$ cat src/rtl/stream_mem_loader_if.sv
// rtl/stream_mem_loader_if.sv - host FIFO, controller and memory write signals of the memory loader
interface stream_mem_loader_if #(
    parameter int DATA_WIDTH     = 32,
    parameter int NU_COUNT       = 4,
    parameter int INST_MEM_DEPTH = 8,
    parameter int W_MEM_DEPTH    = 8,
    parameter int XY_MEM_DEPTH   = 8
);
    logic                      buffer_empty;
    logic [DATA_WIDTH-1:0]     buffer_data;
    logic                      buffer_read_enable;
    logic                      controller_active;
    logic                      controller_start;
    logic                      inst_write_enable;
    logic [INST_MEM_DEPTH-1:0] inst_write_addr;
    logic [NU_COUNT-1:0]       w_write_enable;
    logic [W_MEM_DEPTH-1:0]    w_write_addr;
    logic                      xy_write_enable;
    logic [XY_MEM_DEPTH-1:0]   xy_write_addr;
    logic [DATA_WIDTH-1:0]     write_data;
    logic                      busy;
    logic                      error;

    modport master (
        input  buffer_empty, buffer_data, controller_active,
        output buffer_read_enable, controller_start,
               inst_write_enable, inst_write_addr,
               w_write_enable, w_write_addr,
               xy_write_enable, xy_write_addr,
               write_data, busy, error
    );

    modport slave (
        output buffer_empty, buffer_data, controller_active,
        input  buffer_read_enable, controller_start,
               inst_write_enable, inst_write_addr,
               w_write_enable, w_write_addr,
               xy_write_enable, xy_write_addr,
               write_data, busy, error
    );
endinterface

$ cat src/rtl/stream_mem_loader.sv
// rtl/stream_mem_loader.sv - parses header+payload packets from the host FIFO into the accelerator memories
module stream_mem_loader #(
    parameter int DATA_WIDTH     = 32,
    parameter int NU_COUNT       = 4,
    parameter int INST_MEM_DEPTH = 8,
    parameter int W_MEM_DEPTH    = 8,
    parameter int XY_MEM_DEPTH   = 8
) (
    input  logic                clk,
    input  logic                reset,
    stream_mem_loader_if.master bus
);

    typedef enum logic [1:0] {HEADER, PAYLOAD, DRAIN} state_t;

    localparam logic [1:0] T_INST = 2'b00;
    localparam logic [1:0] T_W    = 2'b01;
    localparam logic [1:0] T_XY   = 2'b10;
    localparam logic [1:0] T_CTRL = 2'b11;

    localparam int NU_W = (NU_COUNT > 1) ? $clog2(NU_COUNT) : 1;

    // Memory sizes at 13 bits so base+length can be checked without wrapping
    localparam logic [12:0] INST_LIMIT = 13'(1) << INST_MEM_DEPTH;
    localparam logic [12:0] W_LIMIT    = 13'(1) << W_MEM_DEPTH;
    localparam logic [12:0] XY_LIMIT   = 13'(1) << XY_MEM_DEPTH;
    localparam logic [6:0]  NU_LIMIT   = 7'(NU_COUNT);

    state_t                    state_q, state_d;
    logic [1:0]                target_q, target_d;
    logic [NU_W-1:0]           nu_q, nu_d;
    logic [11:0]               ptr_q, ptr_d;
    logic [11:0]               rem_q, rem_d;
    logic                      inst_we_q, inst_we_d;
    logic [NU_COUNT-1:0]       w_we_q, w_we_d;
    logic                      xy_we_q, xy_we_d;
    logic [INST_MEM_DEPTH-1:0] inst_addr_q, inst_addr_d;
    logic [W_MEM_DEPTH-1:0]    w_addr_q, w_addr_d;
    logic [XY_MEM_DEPTH-1:0]   xy_addr_q, xy_addr_d;
    logic [DATA_WIDTH-1:0]     wdata_q, wdata_d;
    logic                      start_q, start_d;
    logic                      error_q, error_d;

    logic [1:0]  hdr_target;
    logic [5:0]  hdr_nu;
    logic [11:0] hdr_len;
    logic [11:0] hdr_base;
    logic [12:0] hdr_end;
    logic [12:0] hdr_limit;
    logic        hdr_illegal;
    logic        hdr_stall;
    logic        pop;

    // The head word is only meaningful as a header while in HEADER
    assign hdr_target = bus.buffer_data[31:30];
    assign hdr_nu     = bus.buffer_data[29:24];
    assign hdr_len    = bus.buffer_data[23:12];
    assign hdr_base   = bus.buffer_data[11:0];
    assign hdr_end    = {1'b0, hdr_base} + {1'b0, hdr_len};

    // Size of the memory the header targets
    always_comb begin
        hdr_limit = INST_LIMIT;
        case (hdr_target)
            T_W:     hdr_limit = W_LIMIT;
            T_XY:    hdr_limit = XY_LIMIT;
            default: hdr_limit = INST_LIMIT;
        endcase
    end

    assign hdr_illegal = ((hdr_target == T_W) && ({1'b0, hdr_nu} >= NU_LIMIT)) ||
                         (hdr_end > hdr_limit);

    // Instruction memory may not be rewritten under a running controller
    assign hdr_stall = (hdr_target == T_INST) && bus.controller_active;

    // Gated by reset so no word is consumed while the block is held in reset
    assign pop = reset && !bus.buffer_empty && ((state_q != HEADER) || !hdr_stall);

    assign bus.buffer_read_enable = pop;
    assign bus.controller_start   = start_q;
    assign bus.inst_write_enable  = inst_we_q;
    assign bus.inst_write_addr    = inst_addr_q;
    assign bus.w_write_enable     = w_we_q;
    assign bus.w_write_addr       = w_addr_q;
    assign bus.xy_write_enable    = xy_we_q;
    assign bus.xy_write_addr      = xy_addr_q;
    assign bus.write_data         = wdata_q;
    assign bus.error              = error_q;
    assign bus.busy               = (state_q != HEADER) || inst_we_q || (|w_we_q) || xy_we_q;

    // Packet parser: header decode, payload write scheduling and drain of rejected packets
    always_comb begin
        state_d     = state_q;
        target_d    = target_q;
        nu_d        = nu_q;
        ptr_d       = ptr_q;
        rem_d       = rem_q;
        inst_we_d   = 1'b0;
        w_we_d      = '0;
        xy_we_d     = 1'b0;
        inst_addr_d = inst_addr_q;
        w_addr_d    = w_addr_q;
        xy_addr_d   = xy_addr_q;
        wdata_d     = wdata_q;
        start_d     = 1'b0;
        error_d     = error_q;

        case (state_q)
            HEADER: begin
                if (pop) begin
                    if (hdr_target == T_CTRL) begin
                        start_d = 1'b1;
                    end else if (hdr_len != 12'd0) begin
                        if (hdr_illegal) begin
                            error_d = 1'b1;
                            rem_d   = hdr_len;
                            state_d = DRAIN;
                        end else begin
                            target_d = hdr_target;
                            nu_d     = hdr_nu[NU_W-1:0];
                            ptr_d    = hdr_base;
                            rem_d    = hdr_len;
                            state_d  = PAYLOAD;
                        end
                    end
                end
            end
            PAYLOAD: begin
                if (pop) begin
                    wdata_d = bus.buffer_data;
                    case (target_q)
                        T_INST: begin
                            inst_we_d   = 1'b1;
                            inst_addr_d = ptr_q[INST_MEM_DEPTH-1:0];
                        end
                        T_W: begin
                            w_we_d   = NU_COUNT'(1) << nu_q;
                            w_addr_d = ptr_q[W_MEM_DEPTH-1:0];
                        end
                        default: begin
                            xy_we_d   = 1'b1;
                            xy_addr_d = ptr_q[XY_MEM_DEPTH-1:0];
                        end
                    endcase
                    ptr_d = ptr_q + 12'd1;
                    rem_d = rem_q - 12'd1;
                    if (rem_q == 12'd1) begin
                        state_d = HEADER;
                    end
                end
            end
            DRAIN: begin
                if (pop) begin
                    rem_d = rem_q - 12'd1;
                    if (rem_q == 12'd1) begin
                        state_d = HEADER;
                    end
                end
            end
            default: state_d = HEADER;
        endcase
    end

    // State and registered outputs; reset abandons any partial packet
    always_ff @(posedge clk or negedge reset) begin
        if (!reset) begin
            state_q     <= HEADER;
            target_q    <= T_INST;
            nu_q        <= '0;
            ptr_q       <= '0;
            rem_q       <= '0;
            inst_we_q   <= 1'b0;
            w_we_q      <= '0;
            xy_we_q     <= 1'b0;
            inst_addr_q <= '0;
            w_addr_q    <= '0;
            xy_addr_q   <= '0;
            wdata_q     <= '0;
            start_q     <= 1'b0;
            error_q     <= 1'b0;
        end else begin
            state_q     <= state_d;
            target_q    <= target_d;
            nu_q        <= nu_d;
            ptr_q       <= ptr_d;
            rem_q       <= rem_d;
            inst_we_q   <= inst_we_d;
            w_we_q      <= w_we_d;
            xy_we_q     <= xy_we_d;
            inst_addr_q <= inst_addr_d;
            w_addr_q    <= w_addr_d;
            xy_addr_q   <= xy_addr_d;
            wdata_q     <= wdata_d;
            start_q     <= start_d;
            error_q     <= error_d;
        end
    end

endmodule

$ cat src/flat_wrapper.sv
// flat-port wrapper written by rule: the top's interface ports become plain ports
module stream_mem_loader_flat 
#(
    parameter int DATA_WIDTH     = 32,
    parameter int NU_COUNT       = 4,
    parameter int INST_MEM_DEPTH = 8,
    parameter int W_MEM_DEPTH    = 8,
    parameter int XY_MEM_DEPTH   = 8
)
  (clk, reset, bus_buffer_empty, bus_buffer_data, bus_controller_active, bus_buffer_read_enable, bus_controller_start, bus_inst_write_enable, bus_inst_write_addr, bus_w_write_enable, bus_w_write_addr, bus_xy_write_enable, bus_xy_write_addr, bus_write_data, bus_busy, bus_error);
  stream_mem_loader_if #(.DATA_WIDTH(DATA_WIDTH), .NU_COUNT(NU_COUNT), .INST_MEM_DEPTH(INST_MEM_DEPTH), .W_MEM_DEPTH(W_MEM_DEPTH), .XY_MEM_DEPTH(XY_MEM_DEPTH)) bus_i ();
  input  logic clk;
  input  logic reset;
  input wire logic [$bits(bus_i.buffer_empty)-1:0] bus_buffer_empty;
  input wire logic [$bits(bus_i.buffer_data)-1:0] bus_buffer_data;
  input wire logic [$bits(bus_i.controller_active)-1:0] bus_controller_active;
  output wire logic [$bits(bus_i.buffer_read_enable)-1:0] bus_buffer_read_enable;
  output wire logic [$bits(bus_i.controller_start)-1:0] bus_controller_start;
  output wire logic [$bits(bus_i.inst_write_enable)-1:0] bus_inst_write_enable;
  output wire logic [$bits(bus_i.inst_write_addr)-1:0] bus_inst_write_addr;
  output wire logic [$bits(bus_i.w_write_enable)-1:0] bus_w_write_enable;
  output wire logic [$bits(bus_i.w_write_addr)-1:0] bus_w_write_addr;
  output wire logic [$bits(bus_i.xy_write_enable)-1:0] bus_xy_write_enable;
  output wire logic [$bits(bus_i.xy_write_addr)-1:0] bus_xy_write_addr;
  output wire logic [$bits(bus_i.write_data)-1:0] bus_write_data;
  output wire logic [$bits(bus_i.busy)-1:0] bus_busy;
  output wire logic [$bits(bus_i.error)-1:0] bus_error;
  assign bus_i.buffer_empty = bus_buffer_empty;
  assign bus_i.buffer_data = bus_buffer_data;
  assign bus_i.controller_active = bus_controller_active;
  assign bus_buffer_read_enable = bus_i.buffer_read_enable;
  assign bus_controller_start = bus_i.controller_start;
  assign bus_inst_write_enable = bus_i.inst_write_enable;
  assign bus_inst_write_addr = bus_i.inst_write_addr;
  assign bus_w_write_enable = bus_i.w_write_enable;
  assign bus_w_write_addr = bus_i.w_write_addr;
  assign bus_xy_write_enable = bus_i.xy_write_enable;
  assign bus_xy_write_addr = bus_i.xy_write_addr;
  assign bus_write_data = bus_i.write_data;
  assign bus_busy = bus_i.busy;
  assign bus_error = bus_i.error;
  stream_mem_loader #(.DATA_WIDTH(DATA_WIDTH), .NU_COUNT(NU_COUNT), .INST_MEM_DEPTH(INST_MEM_DEPTH), .W_MEM_DEPTH(W_MEM_DEPTH), .XY_MEM_DEPTH(XY_MEM_DEPTH)) u_core (.clk(clk), .reset(reset), .bus(bus_i));
endmodule
$ cat config.mk
export PLATFORM = sky130hd
export DESIGN_NAME = stream_mem_loader_flat
export DESIGN_NICKNAME = d
export VERILOG_FILES = /design/src/rtl/stream_mem_loader_if.sv /design/src/rtl/stream_mem_loader.sv /design/src/flat_wrapper.sv
export SDC_FILE = /design/constraint.sdc
export NUM_CORES = 1
export LEC_CHECK = 0
export ABC_AREA = 1
export ABC_CLOCK_PERIOD_IN_PS = 3440
export BUFFER_PORTS_ARGS = -buffer_cell sky130_fd_sc_hd__buf_2
export CORE_ASPECT_RATIO = 0.9
export CORE_MARGIN = 2
export CORE_UTILIZATION = 40
export CTS_BUF_LIST = sky130_fd_sc_hd__clkbuf_8
export DETAILED_ROUTE_END_ITERATION = 8
export GPL_TIMING_DRIVEN = 0
export SKIP_LAST_GASP = 1
export SLEW_MARGIN = 20
export SYNTH_ARGS = -nofsm -noshare
export SYNTH_HDL_FRONTEND = slang
export SYNTH_SLANG_ARGS = --single-unit
$ cat constraint.sdc
create_clock -name clk -period 3.44 [get_ports clk]
set_input_delay 0.688 -clock clk [delete_from_list [all_inputs] [get_ports clk]]
set_output_delay 0.688 -clock clk [all_outputs]
set_load 0.01 [all_outputs]
Yosys cells after proc, flatten, opt, wreduce, memory -nomap -nowiden
Index checks and enable logic that the tools add are counted.
{"block": "word_totals", "regBits": 94, "in_bits": 36, "elab_cells": 96}
{"block": "classes", "addsub": 3, "order_cmp": 2, "n_eq_ne": 13, "shift": 1, "n_mux": 30, "bitwise_logic": 3, "reduce_logical": 30}
{"cell": "$mux W12", "n": 9}
{"cell": "$pmux W12 S2", "n": 2}
{"cell": "$reduce_and A5 Y1", "n": 4}
{"cell": "$add A12 B12 Y13", "n": 1}
{"cell": "$gt A13 B9 Y1 const B", "n": 1}
{"cell": "$add A12 B1 Y12 const B", "n": 1}
{"cell": "$eq A12 B1 Y1 const B", "n": 1}
{"cell": "$mux W2", "n": 6}
{"cell": "$mux W4", "n": 3}
{"cell": "$reduce_bool A12 Y1", "n": 1}
{"cell": "$sub A12 B1 Y12 const B", "n": 1}
{"cell": "$mux W1", "n": 9}
{"cell": "$reduce_and A3 Y1", "n": 3}
{"cell": "$ne A2 B2 Y1 const B", "n": 4}
{"cell": "$eq A2 B1 Y1 const B", "n": 3}
{"cell": "$ge A6 B3 Y1 const B", "n": 1}
{"cell": "$logic_not A2 Y1", "n": 3}
{"cell": "$ne A2 B1 Y1 const B", "n": 3}
{"cell": "$reduce_and A6 Y1", "n": 1}
{"cell": "$reduce_bool A2 Y1", "n": 3}
{"cell": "$logic_or A1 B1 Y1", "n": 5}
{"cell": "$eq A2 B2 Y1 const B", "n": 2}
{"cell": "$logic_and A1 B1 Y1", "n": 4}
{"cell": "$pmux W2 S2", "n": 1}
{"cell": "6 further kinds", "n": 10}

Logic depth before layout (Yosys ltp)
{"block": "depth", "depth_word": 8, "depth_mapped": 17}

Least setup slack after synthesis
Ideal clock, no wire load.
{"block": "synth_timing", "kind": "input port to flip-flop", "start": "input bus_buffer_data[0]", "end": "register u_core.ptr_q[2]", "setup_ps": 117, "arrival_time_ps": 2409, "t_required_ps": 3323, "path_slack_ps": 915, "path_stages": 15, "n_path_buf": 0, "cell_sequence": "ha_1 fa_1 or2_2 nor2_1 nand2_1 nor2_1 nand2_1 nor2_1 nand2_1 nand2_1 nand2_4 nand2_8 nand2_4 nand2_1 nand2_1"}
{"block": "synth_between", "elab_chain_len": 5}
{"element": "start, declared", "line": "flat_wrapper.sv:15", "source": "input wire logic [$bits(bus_i.buffer_data)-1:0] bus_buffer_data;"}
{"element": "$add A12 B12 Y13", "line": "stream_mem_loader.sv:59", "source": "assign hdr_end = {1'b0, hdr_base} + {1'b0, hdr_len};"}
{"element": "$gt A13 B9 Y1", "line": "stream_mem_loader.sv:72", "source": "(hdr_end > hdr_limit);"}
{"element": "$logic_or A1 B1 Y1", "line": "stream_mem_loader.sv:71", "source": "assign hdr_illegal = ((hdr_target == T_W) && ({1'b0, hdr_nu} >= NU_LIMIT)) ||"}
{"element": "$ne A2 B2 Y1 (no source line)"}
{"element": "$reduce_and A6 Y1 (no source line)"}
{"element": "end signal, assigned", "line": "stream_mem_loader.sv:186", "source": "ptr_q <= ptr_d;"}
{"element": "end, declared", "line": "stream_mem_loader.sv:32", "source": "logic [11:0] ptr_q, ptr_d;"}
Every way passes these cells.
A chain may end at the register's enable or synchronous reset.

Worst setup path in the final report
{"block": "layout_timing", "start": "input bus_buffer_data[0]", "end": "register u_core.ptr_q[5]"}
Same word-level chain as after synthesis.

==> results by group <==
Run status
  – Status: finished clean

Die
  – Row cnt: 38
  – DIE HEIGHT: roughly 110 µm
  – Initial Util: around 40%
  – DIE AREA: 13100 µm²
  – Die width: roughly 120 µm
  – Core ar.: 12000 µm²
  – I/O pin cnt: slightly above 100

Global route
  – Total gr overflow: 0
  – GRT Total Usage: between 20% and 30%
  – Largest net degree at the start of global routing: 70
  – Initial antenna violation count: 0
  – Vias in the first global route: 4184
  – Global-route wire length before repair: around 21000 µm

Clocking
  – Cts repair resizes: 0
  – Clock Pin Slew Worst Setup and Hold Paths: 0.09 ns
  – H-tree depth: 3
  – Sinks on Clock Net: 90
  – Clk buf depth: 2
  – Setup Fix Bufs, Post-CTS: 0
  – CTS Hold Bufs: 0
  – CTS tree: yes
  – Worst-Skew Late Latency: 0.37 ns
  – Root Driver: clkbuf_8
  – Number of CTS-inserted buffers: 9

Finish
  – Share of post-route cells with drive strength above 1: 20.2%
  – Sequential standard cell area: 2250 µm²
  – Core Util, Final: between 40% and 50%
  – ANT cells: 0
  – P&R area growth vs syn: 18.6%
  – Layout net count: approximately 800
  – Fillers: ~1.3k
  – Area of the multi-input gates: ~2200 µm²
  – Finished Layout Cells: between 900 and 1k

Place
  – Post-DP HPWL: slightly below 10000 µm
  – Cells after DPL: 889
  – Placer congestion estimate: 0.913
  – Port Buffers: slightly above 100

Critical path
  – CP arrival: between 2 and 3 ns
  – CP max FO: 10
  – R2r setup slk: 1.31 ns
  – CP Data Required Time: between 3 and 4 ns
  – Startpoint Class: input pin
  – Critical path class: in -> reg
  – CP Capture Type: register

Drt
  – Via count: approximately 4.4k
  – Drt total wl: roughly 12000 µm
  – Drt pass-1 iters: 4
  – DR vias/cell: approximately 4.9
  – Detailed Route Iter0 Violations: between 200 and 250
  – Post-route ant nets: 0
  – DRC Markers: 0
  – Wire length per cell: roughly 14 µm

STA
  – Final setup viols: 0
  – Clock period minus worst slack: around 2.5 ns
  – Period utilization: roughly 73%
  – Worst-Margin Slew: 0.528 ns
  – Final Hold Slack: 0.144 ns
  – Max_slew headroom: around two thirds
  – Fmax: between 400 and 500 MHz
  – Slew Limit Fails: 0
  – Clk_skew: around 0.012 ns
  – RSZ-0062 raised after global routing: no
  – Final hold viol count: 0

Power and ir drop
  – Pleak: around 3.2 nW
  – Max VDD drop: ~0.00033 V
  – PwrDens: about 620 nW/µm²

Synth
  – Post-synth top area share: 46.1%
  – Number of flops mapped to enable cells by yosys: 0
  – Sequential share of the synthesized area: 46.1%
  – Synthesized flop and latch total: 90
  – Syn_area_per_cell: roughly 8 µm²
  – Async set-reset flop share out of synthesis: 100%
  – Synth area leader: dfrtp_1
  – Synth Instances: 627
  – Synth cell count leaders: nand2_1 (210), dfrtp_1 (90), inv_1 (82), o21ai_0 (66), nand3_1 (40)
  – Syn. warnings: 0
  – Synth Flop Type: dfrtp_1
  – Post-synth cell types: 38
  – Mapped Nets: approximately 700
  – Mapped Area: a little under 5000 µm²
  – Most frequent cell after synthesis: nand2_1
  – Synth top area cells: dfrtp_1 (46%), nand2_1 (16%), o21ai_0 (6.8%), inv_1 (6.3%), ha_1 (4.6%)

Min path
  – Hold Crit Class: in -> async

Job
  – Reported max-cap violation count: 0
[layer usage]
layer | track usage, % | part of all wire, %
met3 | 4.50 | 6.2
met5 | 0 | 0
met4 | 8.97 | 2.9
met2 | 32.0 | 45
met1 | 26.5 | 46
[power by group]
part,internal [W],leakage (nW),switching (W),total (W)
clock network,0.000275,0.0842,0.000374,0.000649
registers,0.00136,1.17,0.000207,0.00156
logic,0.000504,1.97,0.000892,0.00140
[registers in the layout (all words and copies together), names as in the netlist]
name	cells
u_core.target_q	2
u_core.bus.xy_write_addr	8
u_core.bus.inst_write_enable	1
u_core.bus.error	1
u_core.bus.controller_start	1
u_core.ptr_q	8
u_core.rem_q	12
u_core.bus.xy_write_enable	1
u_core.bus.write_data	32
u_core.nu_q	2
u_core.bus.w_write_addr	8
u_core.bus.w_write_enable	4
u_core.state_q	2
u_core.bus.inst_write_addr	8
[final timing paths]
path                                                      start                                        end  depth (start not counted)
setup / recovery                             bus_buffer_data[0]                u_core.ptr_q[5]$_DFFE_PN0P_                         16
hold / removal                                            reset  u_core.bus.inst_write_addr[6]$_DFFE_PN0P_                          1
setup reg to reg                  u_core.state_q[0]$_DFFE_PN0P_                u_core.rem_q[9]$_DFFE_PN0P_                         11
hold reg to reg            u_core.bus.write_data[2]$_DFFE_PN0P_       u_core.bus.write_data[2]$_DFFE_PN0P_                          2
max in group asynchronous                                 reset      u_core.bus.write_data[31]$_DFFE_PN0P_                          2
min in group clk           u_core.bus.write_data[2]$_DFFE_PN0P_       u_core.bus.write_data[2]$_DFFE_PN0P_                          2
[critical path: stages]
cell     delay, ns
buf_2         0.13
ha_1          0.26
fa_1          0.44
or2_2         0.29
nor2_1        0.10
nand2_1       0.05
nor2_1        0.08
nand2_1       0.05
nor2_1        0.09
nand2_1       0.06
nand2_1       0.10
nand2_4       0.11
nand2_8       0.11
nand2_4       0.08
nand2_1       0.08
nand2_1       0.05
[final cells by class]
| type | count | area share, % |
|---|---|---|
| clock inverter | 4 | 0.518 |
| clock buffer | 10 | 2.37 |
| buffer | 16 | 1.36 |
| inverter | 85 | 5.55 |
| timing repair buffer | 102 | 9.30 |
| sequential | 90 | 38.9 |
| tap | 160 | 3.45 |
| multi-input combinational | 436 | 38.6 |
[cells in the final DEF (no fill, tap or decap), drive strengths merged, types with 2 or more instances in the layout]
cell type	count
o21ai	81
ha	18
nand3	41
dfrtp	90
clkbuf	22
or2	2
a22oi	3
inv	85
nor3	9
clkinv	3
buf	106
o31ai	2
xor2	8
nor2	33
nand2	216
nand4	9
a21oi	8
[through the flow]
stage / cell area [µm²] / setup TNS (ns) / total power [W] / setup slack [ns]
after floorplan: 4890 / 0 / 0.00247 / 0.915
after global placement: 5590 / -25.69 / 0.00292 / -0.436
after detailed placement: 5630 / 0 / 0.00298 / 0.520
after CTS: 5800 / 0 / 0.00363 / 0.927
after global routing: 5800 / 0 / 0.00390 / 0.703
final: 5800 / 0 / 0.00361 / 0.940
[cells by family (layout without fill, tap and decap cells)]
logic type | after synthesis | after routing | synth area share [%]
flops | 90 | 90 | 46.1
fa+ha+maj | 19 | 19 | 5.02
xor+xnor | 9 | 9 | 1.61
buf+inv | 101 | 217 | 8.19
simple gates | 311 | 311 | 27.6
compound gates | 97 | 97 | 11.5
(Power assumes the default switching activity.)
